<file path="src/rtl/wave_osc_pkg.sv">
// wave_osc_pkg: waveform encodings, default widths and the quarter-sine table generator.
package wave_osc_pkg;
    typedef enum logic [1:0] {
        WAVE_SINE   = 2'd0,
        WAVE_SQUARE = 2'd1,
        WAVE_SAW    = 2'd2,
        WAVE_TRI    = 2'd3
    } wave_e;
    localparam int DEF_PHASE_W = 16;
    localparam int DEF_LUT_AW  = 6;
    localparam int DEF_OUT_W   = 8;
    localparam int DEF_AMP_W   = 8;
    // Taylor series keeps table generation to plain real arithmetic at elaboration
    function automatic int sine_entry(input int idx, input int aw, input int mw);
        real x, term, s;
        x = 3.14159265358979 / 2.0 * (real'(idx) + 0.5) / real'(2 ** aw);
        term = x;
        s = x;
        for (int k = 1; k < 10; k++) begin
            term = -term * x * x / real'((2 * k) * (2 * k + 1));
            s = s + term;
        end
        return $rtoi(real'((2 ** mw) - 1) * s + 0.5);
    endfunction
endpackage

</file>
<file path="src/rtl/sine_quarter_rom.sv">
// sine_quarter_rom: combinational first-quadrant sine magnitudes sampled at bin centres.
module sine_quarter_rom
    import wave_osc_pkg::*;
#(
    parameter int LUT_AW = DEF_LUT_AW,
    parameter int MAG_W  = DEF_OUT_W - 1
) (
    input  logic [LUT_AW-1:0] addr,
    output logic [MAG_W-1:0]  mag
);
    logic [MAG_W-1:0] rom [2**LUT_AW];
    for (genvar i = 0; i < 2**LUT_AW; i++) begin : g_rom
        localparam int V = sine_entry(i, LUT_AW, MAG_W);
        assign rom[i] = MAG_W'(V);
    end
    assign mag = rom[addr];
endmodule

</file>
<file path="src/rtl/wave_osc.sv">
// wave_osc: phase-accumulator oscillator with quarter-wave sine ROM, four waveforms,
// amplitude scaling and a three-stage pipeline from tick to signed/split outputs.
module wave_osc
    import wave_osc_pkg::*;
#(
    parameter int PHASE_W = DEF_PHASE_W,
    parameter int LUT_AW  = DEF_LUT_AW,
    parameter int OUT_W   = DEF_OUT_W,
    parameter int AMP_W   = DEF_AMP_W
) (
    input  logic               clk,
    input  logic               reset_n,
    input  logic               enable,
    input  logic               sample_tick,
    input  logic [PHASE_W-1:0] fcw,
    input  logic               phase_clr,
    input  logic [1:0]         wave_sel,
    input  logic [AMP_W-1:0]   amplitude,
    output logic [OUT_W-1:0]   sample_out,
    output logic [OUT_W-2:0]   pos_out,
    output logic [OUT_W-2:0]   neg_out,
    output logic               sample_valid,
    output logic               wrap
);
    localparam int P  = PHASE_W;
    localparam int M  = OUT_W - 1;
    localparam int PW = M + AMP_W + 1;
    logic [P-1:0] phase;
    logic [P:0] sum;
    logic tick;
    wave_e wave0;
    logic [AMP_W-1:0] amp0, amp1;
    logic v0, v1, v2, c0, c1, c2, s1, s2;
    logic [M-1:0] mag_c, mag1, mag2, rom_mag;
    logic [LUT_AW-1:0] idx;
    logic [PW-1:0] prod;
    assign tick = enable & sample_tick;
    assign sum  = {1'b0, phase} + {1'b0, fcw};
    assign idx  = phase[P-2] ? ~phase[P-3 -: LUT_AW] : phase[P-3 -: LUT_AW];
    sine_quarter_rom #(.LUT_AW(LUT_AW), .MAG_W(M)) u_rom (.addr(idx), .mag(rom_mag));
    always_comb begin
        mag_c = wave0 == WAVE_SINE   ? rom_mag :
                wave0 == WAVE_SQUARE ? {M{1'b1}} :
                wave0 == WAVE_SAW    ? (phase[P-1] ? ~phase[P-2 -: M] : phase[P-2 -: M]) :
                                       (phase[P-2] ? ~phase[P-3 -: M] : phase[P-3 -: M]);
    end
    // (amplitude+1) makes all-ones exactly unity after the >> AMP_W
    assign prod = PW'(mag1) * (PW'(amp1) + PW'(1));
    always_ff @(posedge clk or negedge reset_n) begin
        if (!reset_n) begin
            phase <= '0;
            wave0 <= WAVE_SINE;
            amp0 <= '0;
            amp1 <= '0;
            {v0, v1, v2, c0, c1, c2, s1, s2} <= '0;
            mag1 <= '0;
            mag2 <= '0;
            sample_out <= '0;
            pos_out <= '0;
            neg_out <= '0;
            sample_valid <= 1'b0;
            wrap <= 1'b0;
        end else begin
            v0 <= tick;
            if (phase_clr) phase <= '0;
            else if (tick) phase <= sum[P-1:0];
            if (tick) begin
                wave0 <= wave_e'(wave_sel);
                amp0 <= amplitude;
                c0 <= sum[P] & ~phase_clr;
            end
            v1 <= v0;
            s1 <= phase[P-1];
            mag1 <= mag_c;
            amp1 <= amp0;
            c1 <= c0;
            v2 <= v1;
            s2 <= s1;
            mag2 <= M'(prod >> AMP_W);
            c2 <= c1;
            sample_valid <= v2;
            wrap <= v2 & c2;
            if (v2) begin
                sample_out <= s2 ? -{1'b0, mag2} : {1'b0, mag2};
                pos_out <= s2 ? '0 : mag2;
                neg_out <= s2 ? mag2 : '0;
            end
        end
    end
endmodule

</file>
<file path="config.mk">
export PLATFORM = sky130hd
export DESIGN_NAME = wave_osc
export DESIGN_NICKNAME = d
export VERILOG_FILES = /design/src/rtl/wave_osc_pkg.sv /design/src/rtl/sine_quarter_rom.sv /design/src/rtl/wave_osc.sv
export SDC_FILE = /design/constraint.sdc
export NUM_CORES = 1
export LEC_CHECK = 0
export CELL_PAD_IN_SITES_DETAIL_PLACEMENT = 2
export CELL_PAD_IN_SITES_GLOBAL_PLACEMENT = 2
export CORE_AREA = 5 5 133 135
export CTS_CLUSTER_DIAMETER = 100
export CTS_CLUSTER_SIZE = 14
export DETAILED_ROUTE_END_ITERATION = 16
export DIE_AREA = 0 0 138 140
export GPL_TIMING_DRIVEN = 0
export PLACE_DENSITY = 0.91
export SLEW_MARGIN = 20
export SYNTH_ARGS = -nofsm -noshare
export SYNTH_HDL_FRONTEND = slang
export SYNTH_HIERARCHICAL = 1
export SYNTH_SLANG_ARGS = --single-unit
</file>
<file path="constraint.sdc">
create_clock -name clk -period 12.6 [get_ports clk]
set_clock_uncertainty 0.05 [all_clocks]
set_input_delay 2.52 -clock clk [delete_from_list [all_inputs] [get_ports clk]]
set_output_delay 2.52 -clock clk [all_outputs]
set_load 0.05 [all_outputs]
</file>
Word-level counts from Yosys, hierarchy flattened
Memory sizes are Yosys's and may differ from the RTL's.
Cells that the tools add are included.
- flip-flop bits (word level): 80
- memory bits (read-only): 448
- input port bits: 31
- output and inout bits: 24
- logic and storage cells: 50
- memories: 1
- $add $sub $neg: 3
- multiply operators: 1
- magnitude comparators: 1
- equality and inequality tests: 2
- multiplexer cells: 13
- bitwise operators: 8
- reduce and logical (&&, ||, !) cells: 2
- memory list (name ; words ; bits a word ; rd ports ; clocked after memory_dff ; wr ports ; RTL line ; text):
    (name not given) ; 64 ; 7 ; 1 ; 0 ; 0 ; sine_quarter_rom.sv:16 ; assign mag = rom[addr];
- operators by type and width (kind ; number):
    7-bit two-way mux ; 9
    16-bit two-way mux ; 2
    16-bit by 16-bit adder with 17-bit output ; 1
    7-bit by 9-bit multiplier with 15-bit output ; 1
    7-bit inverter ; 2
    8-bit by 1-bit adder with 9-bit output, second input constant ; 1
    8-bit two-way mux ; 1
    7-bit negation with 8-bit output ; 1
    7-bit greater-or-equal comparator, second input constant ; 1
    6-bit inverter with 7-bit output ; 1
    6-bit two-way mux ; 1
    6-bit inverter ; 1
    1-bit bitwise AND ; 3
    2-bit by 1-bit == test with 1-bit output, second input constant ; 1
    2-bit == test, second input constant ; 1
    2-bit logical NOT ; 1
    2-bit nonzero test ; 1
    1-bit inverter ; 1

Depth between registers and ports, before layout
- depth in word-level cells: 7
- gate-level depth with buffers: 18
- gate-level depth less buffers: 18

Hierarchy
Netlist, hierarchy kept.
- by module, submodules not included (module ; times used ; cells an instance ; area each (µm²) ; seq. area each (µm²)):
    wave_osc ; 1 ; 612 ; 5744.3 ; 2001.9
    sine_quarter_rom ; 1 ; 91 ; 646.9 ; 0.0

Worst setup path before layout
No wires, ideal clock.
- kind: register to register
- start: register amp1[0]
- end: register mag2[5]
- library setup time: 136 ps
- arrival: 4661 ps
- data required time: 12414 ps
- slack: 7753 ps
- stages on the path, launching flop included: 19
- buffers on the path: 0
- clock period less this slack: 4847 ps
- path through: dfrtp_1 -> ha_1 -> nand3_1 -> nor2_1 -> xor2_1 -> nand2_1 -> fa_1 -> inv_1 -> fa_1 -> fa_1 -> inv_1 -> fa_1 -> inv_1 -> ha_1 -> a21oi_1 -> o21ai_0 -> o2bb2ai_2 -> a2111oi_0 -> nor3_1
- longest elaborated chain between the ends: 2
- ends and longest elaborated chain (what ; RTL line ; text):
    start, declared ; wave_osc.sv:32 ; logic [AMP_W-1:0] amp0, amp1;
    start signal, assigned ; wave_osc.sv:75 ; amp1 <= amp0;
    8-bit by 1-bit adder with 9-bit output ; wave_osc.sv:48 ; assign prod = PW'(mag1) * (PW'(amp1) + PW'(1));
    7-bit by 9-bit multiplier with 15-bit output ; wave_osc.sv:48 ;
    via prod[13] ; wave_osc.sv:36 ; logic [PW-1:0] prod;
    end signal, assigned ; wave_osc.sv:79 ; mag2 <= M'(prod >> AMP_W);
    end, declared ; wave_osc.sv:34 ; logic [M-1:0] mag_c, mag1, mag2, rom_mag;
The timed path passes the listed nets, and every way through them passes these cells.
A chain may end at the register's enable or synchronous reset.

Final worst setup path
Same ends and word-level chain as after synthesis.

==> metrics.md <==
| Metric | Value |
|---|---|
| Worst setup path start | amp1[0] |
| Initial Util | between 30% and 40% |
| Mux share of post-synthesis cell area | 0.979% |
| M2 GR Usage | a little over two fifths |
| Hold_buf cts | 0 |
| Syn Area/Cell | 9.09 um2 |
| Final ANT Viol Nets | 0 |
| Netlist Area Pre-Place | around 6400 um2 |
| Layout Cells excl Fill | 994 |
| First-pass GRT wire length | 35200 um |
| Most frequent cells in the layout | nand2_1, dfrtp_1, ha_1 |
| Crit end category | flip-flop |
| Vias per cell | 5.54 |
| Core area | 16300 um2 |
| Layer with the highest usage | met2 |
| Drt pass-1 iters | 5 |
| Crit path required time | roughly 13 ns |
| Vias in the first global route | 6447 |
| Synth Area in XOR/XNOR | 6.01% |
| Diode count | 0 |
| CP max stage delay | 0.60 ns |
| Worst-Margin Slew | 0.996 ns |
| Fin crit share | a little under half |
| Main flop type after synthesis | dfrtp_1 |
| Cell taking the most area after synthesis | dfrtp_1 |
| Number of instances in the placed design | 978 |
| Total of max-cap violations | 0 |
| Leakage power | between 3 and 4 nW |
| Synth warn | 6 |
| Setup TNS | 0 ns |
| Util after Layout | a little under half |
| Synth-to-layout area growth | 17.7% |
| Via count | 5508 |
| Synth Area in Adders | 21.9% |
| Largest family of logic cells by synthesized area | adder cells |
| Synth top area cells | dfrtp_1, ha_1, fa_1 |
| Sequential-to-total area share from yosys stat | between 30 and 40% |
| I/O pins | 55 |
| Crit Path Max Fanout | 9 |
| Die ar. | 19300 um2 |
| Setup violations, final | 0 |
| Minimum clock period | between 5 and 6 ns |
| Met1 Use GR | 25.2% |
| Routability Congestion | 0.853 |
| Fraction of registers with async set/reset | 100% |
| CTS tree | yes |
| Die Y | 140 um |
| Post-CTS Resized | 0 |
| Slew Limit Headroom | between 30% and 40% |
| Pwr Total | 1.63 mW |
| Clock Path Buffers | 2 |
| Remaining DRCs | 0 |
| Met3 track demand over resource | between 4 and 5% |
| Rows | between 40 and 50 |
| Hold Vio Cnt, Final | 0 |
| Share of layout cells above drive strength 1 | 6.07% |
| First DRT Iteration DRCs | 218 |
| Fin nets | around 900 |
| Delay-heaviest family, CP | adder cells |
| Hpwl dp | 15900 um |
| Pwr/cell area | 216 nW/um2 |
| Pins Over Slew Limit | 0 |
| Antenna violations before repair | 0 |
| Postcts setup bufs | 0 |
| Worst min-delay path startpoint | v1 |
| Post-synth EDFFs | 0 |
| Clock Latency Late Sink | 0.35 ns |
| CP bufs+invs | 3 |
| Root Driver | clkbuf_16 |
| Worst min path class | reg2reg |
| Post-synthesis cell count | ~700 |
| RSZ-0062 raised after global routing | no |
| Top cell type's share of synthesized area | 31.3% |
| Flops & latches, synth | 80 |
| Die width | 138 um |
| CTS buffer count | 9 |
| Overall Global Routing Usage | 22.6% |
| Slowest CP cell | fa_1 |
| Worst vdd ir | 0.113 mV |
| FMAX | 0.169 GHz |
| Post-synthesis simple-gate area fraction | between 10% and 20% |
| DR WL/cell | approximately 22 um |
| Compound-Gate Fraction of Synth Area | between 10% and 20% |
| Outcome | complete, no violations |
| Crit-path most repeated cell | fa_1 |
| Crit-path cells | ha_1 -> nand3_1 -> nor2_1 -> xor2_1 -> nand2_1 -> fa_1 -> inv_1 -> fa_1 -> fa_1 -> inv_1 -> fa_1 -> inv_1 -> ha_1 -> nand4_1 -> or2_2 -> o2bb2ai_2 -> a2111oi_0 -> nor3_1 |
| CTS clk-pin slew, worst paths | 0.07 ns |
| Total Wirelength | 21600 um |
| Largest net degree at the start of global routing | between 50 and 60 |
| H-tree levels | 3 |
| Commonest non-fill, non-tap cell in the layout | nand2_1 |
| Sink Count | 80 |
| Startpoint Class | flip-flop |
| Post-synth net total | 826 |
| Grt ovf | 0 |
| Setup CP Type | reg2reg |
| Port buffer count | 54 |
| Crit path DAT | around 6 ns |
| Hold_ws | 0.299 ns |
| Synth unique cells | 66 |
| Worst r2r src | amp1[0] |
-- flip-flops by register name, indices dropped and copies added (netlist names), 2 cells and up --
name	cells
amp1	8
sample_out	8
wave0	2
pos_out	7
neg_out	7
mag2	7
phase	16
mag1	7
amp0	8
-- logic make-up (layout without fill, tap and decap cells) --
group | after synthesis | count (layout)
multiplexers | 6 | 6
buffers and inverters | 87 | 158
XOR/XNOR | 43 | 43
adder cells (fa/ha/maj) | 92 | 92
AND/OR/NAND/NOR | 247 | 247
flip-flops | 80 | 80
AO/OA/AOI/OAI | 148 | 148
-- cells in the mapped netlist, types with 2 or more instances --
| library cell | n |
|---|---|
| nand2_1 | 90 |
| dfrtp_1 | 80 |
| ha_1 | 59 |
| inv_1 | 58 |
| a21oi_1 | 53 |
| nor2_1 | 37 |
| fa_1 | 33 |
| o21ai_0 | 33 |
| nand3_1 | 25 |
| and2_1 | 22 |
| nor2b_1 | 22 |
| xnor2_1 | 21 |
| xor2_1 | 21 |
| clkbuf_1 | 18 |
| a21o_1 | 13 |
| nand2b_1 | 9 |
| nand3b_1 | 8 |
| nor3_1 | 7 |
| o211ai_1 | 6 |
| a31oi_1 | 5 |
| and3_1 | 5 |
| nand4_1 | 5 |
| or2_2 | 5 |
| buf_6 | 4 |
| mux2i_1 | 4 |
| a211oi_1 | 3 |
| buf_2 | 3 |
| o31ai_1 | 3 |
| or3_1 | 3 |
| a2111o_1 | 2 |
| a311oi_1 | 2 |
| buf_4 | 2 |
| mux2_2 | 2 |
| nor3_2 | 2 |
| nor4_1 | 2 |
| o2111ai_1 | 2 |
| o211a_1 | 2 |
| o21ai_1 | 2 |
| o22ai_1 | 2 |
| o311ai_0 | 2 |
-- layout make-up --
cell class                      count  area [um2]
Clock inverter                      7        63.8
Multi-Input combinational cell    536        4020
Clock buffer                        9         225
Fill cell                        1791        8830
Inverter                           59         221
Tap cell                          220         275
Sequential cell                    80        2000
Buffer                             28         146
Timing Repair Buffer               55         566
-- stage by stage --
| stage | worst slack [ns] | area (um2) |
|---|---|---|
| floorplan | 7.75 | 6390 |
| global placement | 6.18 | 7210 |
| detailed placement | 6.90 | 7230 |
| CTS | 6.68 | 7520 |
| global route | 6.34 | 7520 |
| finish | 6.70 | 7520 |
-- report_power, final --
group | internal, mW | switching, mW | total [mW]
Clock | 0.138 | 0.125 | 0.262
Sequential | 0.313 | 0.0654 | 0.379
Combinational | 0.396 | 0.591 | 0.987
Total | 0.847 | 0.781 | 1.63
-- per-layer routing --
layer / wire [um] / vias to the layer above
li1: - / 2521
met1: 8580 / 2834
met2: 11800 / 108
met3: 593 / 45
met4: 586 / 0
met5: 0 / -
-- worst paths after layout --
kind / end / slack, ns / cells past startpoint
worst max-delay path: mag2[5] / 6.70 / 18
worst min-delay path: v2 / 0.30 / 0
worst max register to register: mag2[5] / 6.70 / 18
worst min register to register: v2 / 0.30 / 0
max in group asynchronous: wave0[0] / 9.85 / 2
min in group asynchronous: mag2[2] / 2.04 / 1
Power figures use the tool's default switching activity.
